File: config.mk
export PLATFORM = sky130hd
export DESIGN_NAME = msk_hpc3_rnd_src
export DESIGN_NICKNAME = d
export VERILOG_FILES = /design/src/rtl/msk_hpc3_rnd_src.sv
export SDC_FILE = /design/constraint.sdc
export NUM_CORES = 1
export LEC_CHECK = 0
export ABC_AREA = 1
export CORE_MARGIN = 4
export CORE_UTILIZATION = 40
export DETAILED_ROUTE_END_ITERATION = 12
export GPL_TIMING_DRIVEN = 0
export PLACE_DENSITY = 0.69
export SYNTH_ARGS = -nofsm -noshare
export SYNTH_HDL_FRONTEND = slang
export SYNTH_SLANG_ARGS = --single-unit
File: constraint.sdc
create_clock -name clk -period 2.2 [get_ports clk]
set_input_delay 0.44 -clock clk [delete_from_list [all_inputs] [get_ports clk]]
set_output_delay 0.44 -clock clk [all_outputs]
set_load 0.005 [all_outputs]
File: src/rtl/msk_hpc3_rnd_src.sv
// msk_hpc3_rnd_src
// Supplies the fresh randomness for one HPC3 G(4) masked multiplication.
// NL 32-bit xorshift32 lanes are seeded one word at a time. The lanes are
// stepped once (warm-up) and are then offered as a valid/ready stream.
//
// Ports
//   clk         rising-edge clock
//   rst         asynchronous active-high reset
//   seed_data   seed word for the lane selected by the internal index
//   seed_valid  seed_data is offered
//   seed_ready  block accepts a seed word (EMPTY / SEEDING)
//   reseed      single-cycle request to restart seeding
//   rnd         RW bits of randomness, lane 0 in the LSBs
//   rnd_valid   rnd holds a word that has not been consumed
//   rnd_ready   consumer takes rnd this cycle
//   words       saturating count of delivered words

`ifndef DEFAULTSHARES
`define DEFAULTSHARES 2
`endif

module msk_hpc3_rnd_src #(
    parameter int d = `DEFAULTSHARES,
    localparam int RW = 2 * d * (d - 1),
    localparam int NL = (RW + 31) / 32
) (
    input  logic          clk,
    input  logic          rst,
    input  logic [31:0]   seed_data,
    input  logic          seed_valid,
    output logic          seed_ready,
    input  logic          reseed,
    output logic [RW-1:0] rnd,
    output logic          rnd_valid,
    input  logic          rnd_ready,
    output logic [15:0]   words
);

    localparam int IW = (NL > 1) ? $clog2(NL) : 1;

    typedef enum logic [1:0] {
        EMPTY   = 2'd0,
        SEEDING = 2'd1,
        WARM    = 2'd2,
        RUN     = 2'd3
    } state_t;

    state_t             state_r;
    state_t             next_s;
    logic [IW-1:0]      idx_r;
    logic [IW-1:0]      idx_next_s;
    logic [NL*32-1:0]   lanes_r;
    logic [NL*32-1:0]   lanes_next_s;
    logic [15:0]        words_r;
    logic               seed_ready_r;
    logic               rnd_valid_r;
    logic               reseed_s;
    logic               beat_s;
    logic               hs_s;
    logic               step_s;

    // One xorshift32 step of a single lane.
    function automatic logic [31:0] xorshift32(input logic [31:0] x_in);
        logic [31:0] x;
        x = x_in;
        x = x ^ (x << 13);
        x = x ^ (x >> 17);
        x = x ^ (x << 5);
        return x;
    endfunction

    // Handshake qualification; reseed outranks a coincident seed beat and is void in EMPTY.
    always_comb begin
        reseed_s = reseed & (state_r != EMPTY);
        beat_s   = seed_valid & seed_ready_r & ~reseed_s;
        hs_s     = rnd_valid_r & rnd_ready;
        step_s   = ((state_r == WARM) & ~reseed_s) | hs_s;
    end

    // Next-state and lane-index logic.
    always_comb begin
        next_s     = state_r;
        idx_next_s = idx_r;
        case (state_r)
            EMPTY: begin
                if (beat_s) begin
                    next_s = (NL == 1) ? WARM : SEEDING;
                end else begin
                    next_s = EMPTY;
                end
            end
            SEEDING: begin
                if (reseed_s) begin
                    next_s = SEEDING;
                end else if (beat_s && (idx_r == IW'(NL - 1))) begin
                    next_s = WARM;
                end else begin
                    next_s = SEEDING;
                end
            end
            WARM: begin
                if (reseed_s) begin
                    next_s = SEEDING;
                end else begin
                    next_s = RUN;
                end
            end
            RUN: begin
                if (reseed_s) begin
                    next_s = SEEDING;
                end else begin
                    next_s = RUN;
                end
            end
            default: begin
                next_s = EMPTY;
            end
        endcase
        // The last beat wraps the index so WARM/RUN always see idx = 0.
        if (reseed_s) begin
            idx_next_s = {IW{1'b0}};
        end else if (beat_s) begin
            if (idx_r == IW'(NL - 1)) begin
                idx_next_s = {IW{1'b0}};
            end else begin
                idx_next_s = idx_r + IW'(1);
            end
        end else begin
            idx_next_s = idx_r;
        end
    end

    // Next lane contents: load the indexed lane on a beat, step all lanes on warm-up/handshake.
    always_comb begin
        lanes_next_s = lanes_r;
        for (int i = 0; i < NL; i++) begin
            if (beat_s && (idx_r == IW'(i))) begin
                lanes_next_s[i*32 +: 32] = (seed_data == 32'h0000_0000) ? 32'h0000_0001 : seed_data;
            end else if (step_s) begin
                lanes_next_s[i*32 +: 32] = xorshift32(lanes_r[i*32 +: 32]);
            end else begin
                lanes_next_s[i*32 +: 32] = lanes_r[i*32 +: 32];
            end
        end
    end

    // State, index, lanes, counter and registered handshake flags.
    always_ff @(posedge clk or posedge rst) begin
        if (rst) begin
            state_r      <= EMPTY;
            idx_r        <= {IW{1'b0}};
            lanes_r      <= {(NL*32){1'b0}};
            words_r      <= 16'h0000;
            seed_ready_r <= 1'b1;
            rnd_valid_r  <= 1'b0;
        end else begin
            state_r      <= next_s;
            idx_r        <= idx_next_s;
            lanes_r      <= lanes_next_s;
            seed_ready_r <= (next_s == EMPTY) || (next_s == SEEDING);
            rnd_valid_r  <= (next_s == RUN);
            if (hs_s && (words_r != 16'hFFFF)) begin
                words_r <= words_r + 16'h0001;
            end else begin
                words_r <= words_r;
            end
        end
    end

    assign rnd        = lanes_r[RW-1:0];
    assign rnd_valid  = rnd_valid_r;
    assign seed_ready = seed_ready_r;
    assign words      = words_r;

endmodule
==> results of run 1 <==
per-stage QoR:
| step | worst slack (ps) | total power [µW] | utilization [%] | hold slack (ps) | cell area, µm² |
|---|---|---|---|---|---|
| final | 248.6 | 6518 | 50.48 | 469.8 | 4664 |
| after global routing | 209.7 | 7185 | 50.48 | 513.6 | 4664 |
| after CTS | 294.2 | 6473 | 50.48 | 485.0 | 4664 |
| after detailed placement | -27.25 | 5843 | 49.47 | 514.5 | 4571 |
| after global placement | -641.5 | 5706 | 49.25 | 510.8 | 4551 |
| after floorplan | 503.8 | 4618 | - | 492.5 | 3809 |
final cells by class:
class / instances / share of cell area, %
tap: 129 / 3.460
inverter: 72 / 5.794
clock buffer: 5 / 1.475
timing repair buffer: 59 / 12.88
clock inverter: 3 / 0.5365
sequential: 52 / 27.92
multi-input combinational: 469 / 45.60
buffer: 19 / 2.334
state kept, by name (all words and copies together), names as in the netlist:
name        cells
lanes_r        32
rnd_valid       1
seed_ready      1
state_r         2
words          16
power by group through the flow:
stage / Combinational (µW) / Clock (µW) / Sequential (µW)
6_report: 4130 / 603 / 1790
5_1_grt: 4670 / 661 / 1860
4_1_cts: 4060 / 631 / 1780
3_5_place_dp: 4040 / 0 / 1800
3_3_place_gp: 3930 / 0 / 1770
2_1_floorplan: 2910 / 0 / 1710
worst max path at each step:
stage / to / slack, ps / cells after the start
floorplan: lanes_r[0] / 500 / 1
global placement: lanes_r[1] / -640 / 2
detailed placement: lanes_r[18] / -30 / 7
CTS: rnd[2] / 290 / 2
global route: lanes_r[8] / 210 / 7
finish: lanes_r[8] / 250 / 7
worst max-delay path: stages:
cell	delay (ps)
clkdlybuf4s50_1	460
inv_1	80
o21bai_1	270
clkbuf_1	490
o21ai_0	250
nand2_1	120
nand2_1	50
logic make-up (layout without fill, tap and decap cells):
group | after synthesis | in the layout | share of synthesized area [%]
and+or+nand+nor | 400 | 400 | 43.99
buffers and inverters | 91 | 158 | 9.954
adders and majority gates | 1 | 1 | 0.3285
xor gates and xnor gates | 19 | 19 | 4.369
DFF | 52 | 52 | 34.20
AOI/OAI and AO/OA | 49 | 49 | 7.162
cells in the mapped netlist, drive strengths merged (5+ instances only):
| cell | number | area [µm²] |
|---|---|---|
| buf | 15 | 92.59 |
| nand3 | 60 | 305.3 |
| a21oi | 18 | 90.09 |
| o21ai | 22 | 125.1 |
| nand4 | 5 | 31.28 |
| a31oi | 8 | 50.05 |
| xnor2 | 7 | 61.31 |
| nor2 | 51 | 225.2 |
| dfrtp | 51 | 1276 |
| xor2 | 12 | 105.1 |
| inv | 72 | 270.3 |
| nand2 | 279 | 1065 |
layer usage:
| metal | wire [µm] | vias to the layer above | part of all wire [%] | track usage, % |
|---|---|---|---|---|
| met1 | 5276 | 1938 | 45 | 29.99 |
| met3 | 919 | 24 | 7.8 | 2.694 |
| li1 | - | 2033 | - | - |
| met5 | 0 | - | 0 | 0 |
| met4 | 274 | 0 | 2.3 | 6.846 |
| met2 | 5241 | 175 | 45 | 34.11 |
==> results.json, run 1 <==
{
  "finalClockSkew_ps": 15.90,
  "internal_power_uw": 3135,
  "via_count": 4170,
  "place_congestion": 0.9598,
  "worst_pin_slew_ps": 627.7,
  "wl_per_cell_um": 14.49,
  "dieArea_mm2": 0.01115,
  "ant_nets": 0,
  "hp-class": "input port to async pin",
  "setup_violations": 0,
  "path_class": "input port to register",
  "cts_tree": "yes",
  "drv_slew": 0,
  "num_io_pins": 59,
  "first_global_vias": 3974,
  "grt_pass1_wl_mm": 19.19,
  "endpoint_kind": "register",
  "start_util_pct": 41.22,
  "clk_path_buf_depth": 2,
  "reg2reg_to": "lanes_r[8]",
  "netSwitchingPower_uw": 3383,
  "cts_root_buffer": "clkbuf_8",
  "ff2ff_setup_slack_ps": 400,
  "tns_ps": 0,
  "synth_edf_count": 0,
  "antenna_found_initial": 0,
  "multi_input_area_mm2": 0.002127,
  "fin_crit_ps": 1951,
  "nets": 716,
  "path_max_fanout": 10,
  "p_comb_share_pct": 63.3,
  "synthDistinctLibCells": 33,
  "coreArea_mm2": 0.009240,
  "htree_levels": 2,
  "cts_resized": 0,
  "numClockSinks": 52,
  "power.leakage_uw": 0.002426,
  "area_growth_pct": 22.47,
  "placed_cells": 800,
  "port_buffers": 58,
  "relSlewSlack_pct": 58.15,
  "r2r_start": "seed_ready",
  "ff2ff_path_depth": 6,
  "clockPowerShare_pct": 9.3,
  "final_common_cell": "nand2_1",
  "fin_cells": 808,
  "post_cts_buffers": 0,
  "final_hold_viol_count": 0,
  "rows": 35,
  "drive_gt1_share_pct": 6.480,
  "async_reset_ff_share_pct": 100.0,
  "postCtsHoldBufs": 0,
  "switching_share_pct": 51.90,
  "insertedDiodeCount": 0,
  "drc": 0,
  "syn-cell-area_mm2": 0.003809,
  "routed_wl_mm": 11.71,
  "power_density_mw_per_mm2": 1397,
  "track_usage_pct": 21.33,
  "dieHeight_um": 105.6,
  "final_cell_mix": "274 x nand2_1, 70 x inv_1, 59 x nand3_1, 58 x clkdlybuf4s50_1, 51 x dfrtp_1",
  "grt_overflow": 0,
  "grt_max_degree": 31,
  "nFillCells": 943,
  "crit_start": "reseed",
  "avgSynthCellArea_um2": 6.223,
  "rsz0062_at_grt": "false",
  "cts_made_buffers": 5,
  "yosysSeqAreaShare_pct": 34.20,
  "cp-start-kind": "input port",
  "drtIter0Drc": 310,
  "dieWidth_um": 105.6,
  "seqCellArea_mm2": 0.001303,
  "synth_flop_cell": "dfrtp_1",
  "viasPerCell": 5.161,
  "critical_path_arrival_ps": 2170,
  "yosys_warnings": 0,
  "syn_inst": 612,
  "pwr-share-seq_pct": 27.4,
  "fmax_ghz": 0.5125,
  "first_pass_iters": 5,
  "status": "finished clean",
  "period_share_pct": 88.70,
  "ys_seq_elements": 52,
  "critPathRequiredTime_ps": 2420,
  "clk_pin_slew_ps": 120,
  "syn-num-nets": 650,
  "hpwlAfterDp_mm": 9.023,
  "drv_cap": 0,
  "clk_latency_ps": 320,
  "vdd_ir_drop_max_uv": 502.0
}
Power figures use the tool's default switching activity.
==> run 2: changes to the inputs <==
--- a/config.mk
+++ b/config.mk
@@ -5,12 +5,11 @@
 export SDC_FILE = /design/constraint.sdc
 export NUM_CORES = 1
 export LEC_CHECK = 0
-export ABC_AREA = 1
 export CORE_MARGIN = 4
 export CORE_UTILIZATION = 40
 export DETAILED_ROUTE_END_ITERATION = 12
 export GPL_TIMING_DRIVEN = 0
-export PLACE_DENSITY = 0.69
+export PLACE_DENSITY = 0.7
 export SYNTH_ARGS = -nofsm -noshare
 export SYNTH_HDL_FRONTEND = slang
 export SYNTH_SLANG_ARGS = --single-unit
==> run 2 against run 1 <==
Design area shrank 11%. Utilization grew 2.1 points. Register-to-register slack got worse by 140 ps. Via count down 32%. Worst setup slack lost 160 ps. Global-route usage shrank 2.4 points. Hold slack worse by 8.6 ps. Critical path type unchanged. Largest power group unchanged. Highest routed layer unchanged.
==> results.json, run 2 <==
{
  "pwr-share-seq_pct": 30.2,
  "largest_reg_flops": 32,
  "ant_nets": 0,
  "drive_gt1_share_pct": 6.965,
  "vdd_ir_drop_max_uv": 502.7,
  "coreArea_mm2": 0.007888,
  "critical_path_arrival_ps": 2360,
  "hp-class": "input port to async pin",
  "grt_max_degree": 33,
  "post_cts_buffers": 0,
  "area_growth_pct": 25.22,
  "m1WireLength_mm": 4.180,
  "setup_violations": 0,
  "internal_power_uw": 3541,
  "dieHeight_um": 98.96,
  "first_pass_iters": 5,
  "final_common_cell": "clkdlybuf4s50_1",
  "max_stage_delay_ps": 440,
  "start_util_pct": 41.96,
  "status": "finished clean",
  "via_count": 2837,
  "path_class": "input port to register",
  "rows": 32,
  "clk_path_buf_depth": 2,
  "nets": 439,
  "top_layer_used": "met4",
  "path_max_fanout": 10,
  "hpwlAfterDp_mm": 6.924,
  "dieArea_mm2": 0.009793,
  "grt_overflow": 0,
  "cp-start-kind": "input port",
  "drv_cap": 0,
  "avgSynthCellArea_um2": 9.879,
  "antenna_found_initial": 0,
  "final_util_pct": 52.54,
  "insertedDiodeCount": 0,
  "first_global_vias": 2818,
  "synth_top_area_cell": "dfrtp_1",
  "wl_met3_um": 511,
  "place_ws_ps": -409.6,
  "fmax_ghz": 0.4746,
  "clk_latency_ps": 320,
  "cpMostUsedCell": "buf_6",
  "htree_levels": 2,
  "place_congestion": 0.9081,
  "cts_made_buffers": 5,
  "syn-num-nets": 373,
  "fin_crit_ps": 2107,
  "grt_pass1_wl_mm": 14.87,
  "ys_seq_elements": 52,
  "critPathBufInv": 4,
  "p_comb_share_pct": 59.8,
  "synth_area_leaders": "dfrtp_1 39%, xnor2_1 12%, xnor3_1 6.1%, nor2_1 3.9%, xor2_1 3.7%",
  "port_buffers": 58,
  "wl_met2_mm": 4.266,
  "tns_ps": 0,
  "power_density_mw_per_mm2": 1429,
  "cts_tree": "yes",
  "crit_chain": "clkdlybuf4s50_1 -> or3b_1 -> buf_6 -> and2_4 -> buf_6 -> buf_6 -> or3_1 -> a31oi_1",
  "finalClockSkew_ps": 18.38,
  "netSwitchingPower_uw": 2382,
  "power.leakage_uw": 0.001708,
  "yosysSeqAreaShare_pct": 39.36,
  "final_hold_viol_count": 0,
  "largest-register": "lanes_r",
  "drc": 0,
  "synthDistinctLibCells": 38,
  "yosys_warnings": 0,
  "clockPowerShare_pct": 10.0,
  "crit_slowest_cell": "clkdlybuf4s50_1",
  "viasPerCell": 5.629,
  "worst_pin_slew_ps": 609.3,
  "wl_per_cell_um": 18.03,
  "syn_inst": 335,
  "num_io_pins": 59,
  "cp_top_family": "simple AND/OR/NAND/NOR gates",
  "timing.final.ws_setup_ps": 92.96,
  "routed_wl_mm": 9.088,
  "synth_edf_count": 0,
  "final_cell_mix": "58 x clkdlybuf4s50_1, 51 x dfrtp_1, 44 x xnor2_1, 34 x nor2_1, 21 x nand2_1",
  "dieWidth_um": 98.96,
  "critPathRequiredTime_ps": 2450,
  "cts_root_buffer": "clkbuf_8",
  "relSlewSlack_pct": 59.04,
  "drtIter0Drc": 151,
  "p_total_uw": 5924,
  "numClockSinks": 52,
  "netlist_top_cells_count": "51 x dfrtp_1, 44 x xnor2_1, 34 x nor2_1, 21 x nand2_1, 15 x a31oi_1",
  "yosys.cell_count.top_type": "dfrtp_1",
  "endpoint_kind": "register",
  "track_usage_pct": 18.96,
  "synth_flop_cell": "dfrtp_1",
  "clk_pin_slew_ps": 110,
  "switching_share_pct": 40.21,
  "synth_top_area_share_pct": 38.56,
  "syn-cell-area_mm2": 0.003309,
  "rsz0062_at_grt": "false",
  "period_share_pct": 95.77,
  "async_reset_ff_share_pct": 100.0,
  "drv_slew": 0
}
-- run 2: cell types whose count changed after synthesis, moves of 10 or more --
cell / change
nand2_1: -253
nor2_1: -13
a221o_1: +10
nor4_1: +10
xnor2_1: +37
inv_1: -57
and4_1: +13
nand3_1: -55
or3_1: +13
-- run 2: final cells by class --
type / count / area [µm²]
Buffer: 19 / 115.1
Clock buffer: 7 / 86.33
Clock inverter: 1 / 7.507
Fill cell: 732 / 3744
Inverter: 14 / 52.55
Multi-Input combinational cell: 250 / 1852
Sequential cell: 52 / 1303
Tap cell: 102 / 127.6
Timing Repair Buffer: 59 / 600.6
-- run 2: cell families (layout without fill, tap and decap cells) --
family / count (synthesis) / count (layout) / share of synthesized area [%]
and+or+nand+nor: 116 / 116 / 18.87
xor gates and xnor gates: 70 / 70 / 23.63
AOI/OAI and AO/OA: 60 / 60 / 11.87
DFF: 52 / 52 / 39.36
buffers and inverters: 33 / 100 / 4.877
muxes: 3 / 3 / 1.021
adders and majority gates: 1 / 1 / 0.3780
-- run 2: path summary, 6_finish.rpt --
path                       depth (start not counted)          end         from  slack (ps)
min                                                2    words[14]          rst         460
max in group asynchronous                          3  lanes_r[14]          rst        1200
max                                                8  lanes_r[19]       reseed          90
min reg2reg                                        1   state_r[0]   state_r[1]         500
max reg2reg                                        4   lanes_r[5]  lanes_r[17]         260
min in group clk                                   1   state_r[0]   state_r[1]         500
-- run 2: what timing repair did --
item	in CTS	in global routing
hold buffers	0	0
gates resized for setup	1	10
endpoints found under the setup margin	10	32
-- run 2: stage by stage --
step                      instances  hold slack, ps  cell area, µm²
after floorplan                 335           448.8            3309
after global placement          495           461.3            4018
after detailed placement        496           482.4            4038
after CTS                       504           472.2            4133
after global routing            504           501.6            4144
final                           504           461.3            4144
-- run 2: worst reg2reg max path: cells and delay by family (launching register included) --
kind,cells,cell delay [ps]
AOI/OAI and AO/OA,1,160
xor gates and xnor gates,2,950
DFF,1,460
and+or+nand+nor,1,310
-- run 2: power by group through the flow --
| stage | clock (µW) | combinational [µW] | sequential (µW) |
|---|---|---|---|
| final | 593 | 3540 | 1790 |
| after detailed placement | 0 | 3470 | 1800 |
| after CTS | 620 | 3500 | 1780 |
| after global placement | 0 | 3380 | 1780 |
| after global routing | 652 | 3830 | 1840 |
| after floorplan | 0 | 2710 | 1670 |
-- run 2: metal layers --
metal	up-vias	GRT usage [%]
li1	1329	-
met1	1408	27.08
met2	91	29.39
met3	9	3.397
met4	0	5.567
met5	-	0
